## src/rtl/fetch_stage_if.sv

```systemverilog
// Fetch-stage bundle: branch controls from decode, instruction-memory port and IF/ID outputs.
interface fetch_stage_if;
    logic        stall;
    logic        BrTaken;
    logic        UncondBr;
    logic [18:0] CondAddr19;
    logic [25:0] BrAddr26;
    logic [31:0] imem_rdata;
    logic [63:0] imem_addr;
    logic [31:0] ID_instr;
    logic [63:0] ID_pc;
    logic        ID_valid;

    modport master (
        output stall, BrTaken, UncondBr, CondAddr19, BrAddr26, imem_rdata,
        input  imem_addr, ID_instr, ID_pc, ID_valid
    );

    modport slave (
        input  stall, BrTaken, UncondBr, CondAddr19, BrAddr26, imem_rdata,
        output imem_addr, ID_instr, ID_pc, ID_valid
    );
endinterface

```

## src/rtl/fetch_stage.sv

```systemverilog
// Instruction fetch with PC register and IF/ID pipeline register; taken branches
// resolved in ID redirect the PC and squash the wrong-path fetch.
module fetch_stage #(
    parameter logic [63:0] RESET_PC  = 64'h0,
    parameter logic [31:0] NOP_INSTR = 32'h910003FF
) (
    input  logic          clk,
    input  logic          reset,
    fetch_stage_if.slave  bus
);
    localparam int unsigned ADDR_W  = 64;
    localparam int unsigned INSTR_W = 32;

    logic [ADDR_W-1:0]  pc;
    logic [INSTR_W-1:0] id_instr;
    logic [ADDR_W-1:0]  id_pc;
    logic               id_valid;

    logic [ADDR_W-1:0]  off_sext_c;
    logic [ADDR_W-1:0]  target_c;
    logic               redirect_c;

    // Only the selected offset field reaches the adder so x on the other one stays contained.
    always_comb begin
        off_sext_c = '0;
        if (bus.UncondBr) begin
            off_sext_c = {{(ADDR_W-26){bus.BrAddr26[25]}}, bus.BrAddr26};
        end else begin
            off_sext_c = {{(ADDR_W-19){bus.CondAddr19[18]}}, bus.CondAddr19};
        end
    end

    assign target_c   = id_pc + ADDR_W'(off_sext_c << 2);
    assign redirect_c = bus.BrTaken & id_valid & ~bus.stall;

    // PC and IF/ID update: reset > stall > redirect > sequential fetch.
    always_ff @(posedge clk) begin
        if (reset) begin
            pc       <= RESET_PC;
            id_instr <= NOP_INSTR;
            id_pc    <= '0;
            id_valid <= 1'b0;
        end else if (bus.stall) begin
            pc       <= pc;
            id_instr <= id_instr;
            id_pc    <= id_pc;
            id_valid <= id_valid;
        end else if (redirect_c) begin
            pc       <= target_c;
            id_instr <= NOP_INSTR;
            id_pc    <= pc;
            id_valid <= 1'b0;
        end else begin
            pc       <= pc + ADDR_W'(4);
            id_instr <= bus.imem_rdata;
            id_pc    <= pc;
            id_valid <= 1'b1;
        end
    end

    assign bus.imem_addr = pc;
    assign bus.ID_instr  = id_instr;
    assign bus.ID_pc     = id_pc;
    assign bus.ID_valid  = id_valid;
endmodule

```

## src/flat_wrapper.sv

```systemverilog
// flat-port wrapper written by rule: the top's interface ports become plain ports
module fetch_stage_flat 
#(
    parameter logic [63:0] RESET_PC  = 64'h0,
    parameter logic [31:0] NOP_INSTR = 32'h910003FF
)
  (clk, reset, bus_stall, bus_BrTaken, bus_UncondBr, bus_CondAddr19, bus_BrAddr26, bus_imem_rdata, bus_imem_addr, bus_ID_instr, bus_ID_pc, bus_ID_valid);
  fetch_stage_if bus_i ();
  input  logic clk;
  input  logic reset;
  input wire logic [$bits(bus_i.stall)-1:0] bus_stall;
  input wire logic [$bits(bus_i.BrTaken)-1:0] bus_BrTaken;
  input wire logic [$bits(bus_i.UncondBr)-1:0] bus_UncondBr;
  input wire logic [$bits(bus_i.CondAddr19)-1:0] bus_CondAddr19;
  input wire logic [$bits(bus_i.BrAddr26)-1:0] bus_BrAddr26;
  input wire logic [$bits(bus_i.imem_rdata)-1:0] bus_imem_rdata;
  output wire logic [$bits(bus_i.imem_addr)-1:0] bus_imem_addr;
  output wire logic [$bits(bus_i.ID_instr)-1:0] bus_ID_instr;
  output wire logic [$bits(bus_i.ID_pc)-1:0] bus_ID_pc;
  output wire logic [$bits(bus_i.ID_valid)-1:0] bus_ID_valid;
  assign bus_i.stall = bus_stall;
  assign bus_i.BrTaken = bus_BrTaken;
  assign bus_i.UncondBr = bus_UncondBr;
  assign bus_i.CondAddr19 = bus_CondAddr19;
  assign bus_i.BrAddr26 = bus_BrAddr26;
  assign bus_i.imem_rdata = bus_imem_rdata;
  assign bus_imem_addr = bus_i.imem_addr;
  assign bus_ID_instr = bus_i.ID_instr;
  assign bus_ID_pc = bus_i.ID_pc;
  assign bus_ID_valid = bus_i.ID_valid;
  fetch_stage #(.RESET_PC(RESET_PC), .NOP_INSTR(NOP_INSTR)) u_core (.clk(clk), .reset(reset), .bus(bus_i));
endmodule
```

## config.mk

```make
export PLATFORM = sky130hd
export DESIGN_NAME = fetch_stage_flat
export DESIGN_NICKNAME = d
export VERILOG_FILES = /design/src/rtl/fetch_stage_if.sv /design/src/rtl/fetch_stage.sv /design/src/flat_wrapper.sv
export SDC_FILE = /design/constraint.sdc
export NUM_CORES = 1
export LEC_CHECK = 0
export BUFFER_PORTS_ARGS = -buffer_cell sky130_fd_sc_hd__buf_4
export CORE_AREA = 2 2 151 153
export DETAILED_ROUTE_END_ITERATION = 10
export DIE_AREA = 0 0 153 155
export PLACE_DENSITY = 0.73
export SYNTH_ARGS = -nofsm -noshare
export SYNTH_HDL_FRONTEND = slang
export SYNTH_SLANG_ARGS = --single-unit
```

## constraint.sdc

```tcl
create_clock -name clk -period 5.5 [get_ports clk]
set_clock_uncertainty 0.1 [all_clocks]
set_input_delay 1.1 -clock clk [delete_from_list [all_inputs] [get_ports clk]]
set_output_delay 1.1 -clock clk [all_outputs]
set_load 0.01 [all_outputs]
```

[Word level (Yosys, flattened, before mapping)]
Cells that the tools add are included.
Word-level totals
  register bits: 161
  logic and storage cells: 13
  output and inout port bits: 161
  input port bits: 82
Operators by class
  add/sub/neg operators: 2
  bitwise gates (word level): 3
  multiplexer cells: 4
Operator list (count)
  $add A64 B3 Y64 const B: 1
  $add A64 B64 Y64: 1
  $mux W64: 1
  $mux W62: 1
  $mux W32: 1
  $and A1 B1 Y1: 2
  $mux W1: 1
  $not A1 Y1: 1

[Logic depth before layout (Yosys ltp)]
  depth after elaboration: 3
  depth in mapped cells: 16
  gate-level depth less buffers: 13

[Worst setup path after synthesis]
OpenSTA, ideal clock, no wires.
  path kind: input-to-reg
  start: input bus_UncondBr
  end: register u_core.pc[58], in the netlist u_core.bus.imem_addr[58]
  buffers on the path: 3
  path slack: 0.367 ns
  data required time: 5.314 ns
  arrival time: 4.947 ns
  stages on the path: 16
  path through: clkbuf_1 -> nand2b_1 -> clkbuf_1 -> nand2_1 -> ha_1 -> clkbuf_1 -> a21oi_1 -> nor2_1 -> a2111oi_0 -> o21ai_0 -> a311oi_1 -> o21ai_2 -> a211oi_2 -> o21ai_1 -> xnor2_1 -> a211oi_1
On the way
  cells in the longest elaborated chain, start to end: 3
Ends and longest elaborated chain
  start, declared: line flat_wrapper.sv:13  | input wire logic [$bits(bus_i.UncondBr)-1:0] bus_UncondBr;
  $mux W62: line fetch_stage.sv:26  | if (bus.UncondBr) begin
  $add A64 B64 Y64: line fetch_stage.sv:33  | assign target_c = id_pc + ADDR_W'(off_sext_c << 2);
  $mux W64: line fetch_stage.sv:48  | end else if (redirect_c) begin
  end signal, assigned: line fetch_stage.sv:44  | pc <= pc;
  end signal, assigned: line fetch_stage.sv:49  | pc <= target_c;
  end signal, assigned: line fetch_stage.sv:54  | pc <= pc + ADDR_W'(4);
  end, declared: line fetch_stage.sv:14  | logic [ADDR_W-1:0] pc;
No other way between the ends.
A chain may end at the register's enable or synchronous reset.

[Worst setup path in the final report]
Same ends and word-level chain as after synthesis.

==> reports/results.tsv <==
metric	value	unit
synth-seq-cells	161	
ys_warn_count	0	
antenna_found_initial	0	
clk_latency	440	ps
vdd.ir_drop.worst	0.1778	mV
antenna_cells	0	
io_pins	243	
r2r_start	u_core.bus.ID_pc[2]	
max_freq	0.2079	GHz
crit_required	5750	ps
power-per-cell-area	231.6	nW/µm²
status	complete, no violations	
clock_sinks	161	
setup_viol	0	
die_w	153	µm
maxSlewViolCount	0	
arrival	5060	ps
total_power	0.003095	W
drive_above_1_share	21.11	%
drc	0	
cts.htree.levels	4	
cts_root_buf	clkbuf_16	
syn_avg_cell_area	7.966	µm²
avgRoutedWirePerCell	17.83	µm
async_flop_share	0	%
io_buffers	242	
routed_via_density	5.704	
whs	379.7	ps
fp-row-count	55	
die_y	155	µm
worst_setup_path_start_kind	input port	
final_cells	1839	
cp_max_fo	29	
synth.net_count	1503	
wirelength	32780	µm
min_path_type	flip-flop to flip-flop	
place_congestion	0.9484	
min_period	4811	ps
firstDrtPassIters	5	
cap_violations	0	
dp_cells	1807	
syn_area	10820	µm²
first_global_vias	9875	
vias	10490	
yosysSeqAreaShare	29.79	%
cts_tree	done	
grt_use_total	27.15	%
startpoint	bus_UncondBr	
worstMarginPinSlew	1128	ps
tns	0	ps
cts_buffers	17	
n_fill_cell	2080	
hold_violations	0	
timing.rr.end	u_core.bus.imem_addr[58]	
cts.repair.resized	0	
ant_nets	0	
initial_core_util	48.67	%
path_class	input port to flip-flop	
r2r_cells	12	
postCtsHoldBufs	0	
crit_end	u_core.bus.imem_addr[58]	
synthToLayoutAreaGrowth	23.51	%
slew_headroom	24.65	%
synth_top_flop_cell	dfxtp_1	
clock_path_buffers	2	
grt_pass1_wl	52770	µm
post_cts.repair.setup_buffers	0	
grt_remaining_overflow	0	
dieArea	23720	µm²
crit_path_end_kind	flip-flop	
reg2reg_slack	1710	ps
ys_types	75	
first_iter_violations	676	
power.leakage	6.059	nW
grt_max_degree	84	
core	22230	µm²
finalCritPeriodShare	87.47	%
clk_pin_slew	70	ps
nets	1686	
synth_edf_count	0	
dp_hpwl	24160	µm
rsz0062_at_grt	false	
synthCells	1358	
-- final cells by class --
type                    count  area, µm²  share of cell area (%)
multi-input cells        1092       7197                   53.86
repair buffers            252       1896                   14.19
clock inverters            13      172.7                   1.292
inverters                  17      63.81                  0.4776
flip-flops and latches    161       3223                   24.12
well taps                 285      356.6                   2.669
clock buffers              19      452.9                   3.390
-- cells in the final DEF, fill, tap and decap left out, types with 40 or more instances in the layout --
| master | instances |
|---|---|
| dfxtp_1 | 161 |
| a21o_1 | 41 |
| mux2i_1 | 69 |
| nand3_1 | 40 |
| nor2_1 | 209 |
| buf_4 | 251 |
| a21oi_1 | 101 |
| a211oi_1 | 45 |
| xnor2_1 | 72 |
| ha_1 | 62 |
| nand2_1 | 121 |
-- synthesized netlist by cell type, types with 15 or more instances --
| cell type | number | share of area, % |
|---|---|---|
| nand3_1 | 40 | 1.9 |
| mux2i_1 | 69 | 6.4 |
| o21bai_1 | 21 | 1.5 |
| o21ai_0 | 37 | 1.7 |
| clkbuf_1 | 64 | 2.2 |
| nor2_1 | 210 | 7.3 |
| nor3_1 | 27 | 1.2 |
| dfxtp_1 | 161 | 30 |
| xor2_1 | 36 | 2.9 |
| a21o_1 | 41 | 2.8 |
| a21oi_1 | 101 | 4.7 |
| ha_1 | 62 | 7.2 |
| nand4_1 | 33 | 1.9 |
| inv_1 | 17 | 0.59 |
| and3_1 | 16 | 0.93 |
| a211oi_1 | 45 | 3.1 |
| mux2_2 | 18 | 1.9 |
| nand2_1 | 121 | 4.2 |
| nor2b_1 | 18 | 1.0 |
| xnor2_1 | 72 | 5.8 |
| buf_1 | 15 | 0.52 |
-- cell families after synthesis --
kind of cell / share of synthesized area [%]
simple gates: 22.10
compound gates: 20.00
flops: 29.79
xor+xnor: 8.744
buf+inv: 3.747
mux: 8.258
fa+ha+maj: 7.356
-- critical path, cell delays in order --
cell and delay [ps]:
buf_4 190, nand2b_1 270, nand2_1 370, buf_4 420
ha_1 400, nand4_1 230, nor2_1 110, a22o_1 240
a31o_2 220, a311oi_1 470, o21ai_2 190, a211oi_2 310
o21ai_1 160, xnor2_1 150, a211oi_1 210
-- state kept, by name, summed over array words and instances (netlist names) --
signal	cells
u_core.bus.ID_valid	1
u_core.bus.ID_instr	32
u_core.bus.imem_addr	64
u_core.bus.ID_pc	64
-- worst min path at each step --
stage	depth (start not counted)	to	slack, ps	from
final	2	u_core.bus.imem_addr[0]	380	u_core.bus.imem_addr[0]
after detailed placement	2	u_core.bus.imem_addr[0]	370	u_core.bus.imem_addr[0]
after global routing	2	u_core.bus.ID_instr[29]	410	u_core.bus.ID_instr[29]
after global placement	2	u_core.bus.imem_addr[0]	360	u_core.bus.ID_pc[0]
after floorplan	2	u_core.bus.imem_addr[0]	390	u_core.bus.ID_pc[0]
after CTS	2	u_core.bus.imem_addr[0]	380	u_core.bus.imem_addr[0]
-- where the power goes --
group	total [W]	internal [W]	leakage [nW]	switching (W)
sequential	0.00125	0.00121	1.31	0.0000474
clock	0.00129	0.000749	0.311	0.000545
combinational	0.000547	0.000241	4.44	0.000305
total	0.00309	0.00220	6.06	0.000898
-- per-layer routing --
layer / routed length, µm / vias up / track usage (%)
met5: 0 / - / 0
met4: 767 / 0 / 8.333
met3: 1545 / 55 / 4.457
met2: 15710 / 338 / 46.12
met1: 14760 / 4882 / 35.50
li1: - / 5214 / -
-- through the flow --
step / utilization (%) / instance area [µm²] / worst slack [ps]
3_5_place_dp: 57.30 / 12740 / 311.7
5_1_grt: 60.11 / 13360 / 421.0
6_report: 60.11 / 13360 / 689.0
4_1_cts: 60.11 / 13360 / 753.4
2_1_floorplan: - / 10820 / 367.3
3_3_place_gp: 57.30 / 12740 / 424.9
(Power assumes the default switching activity.)
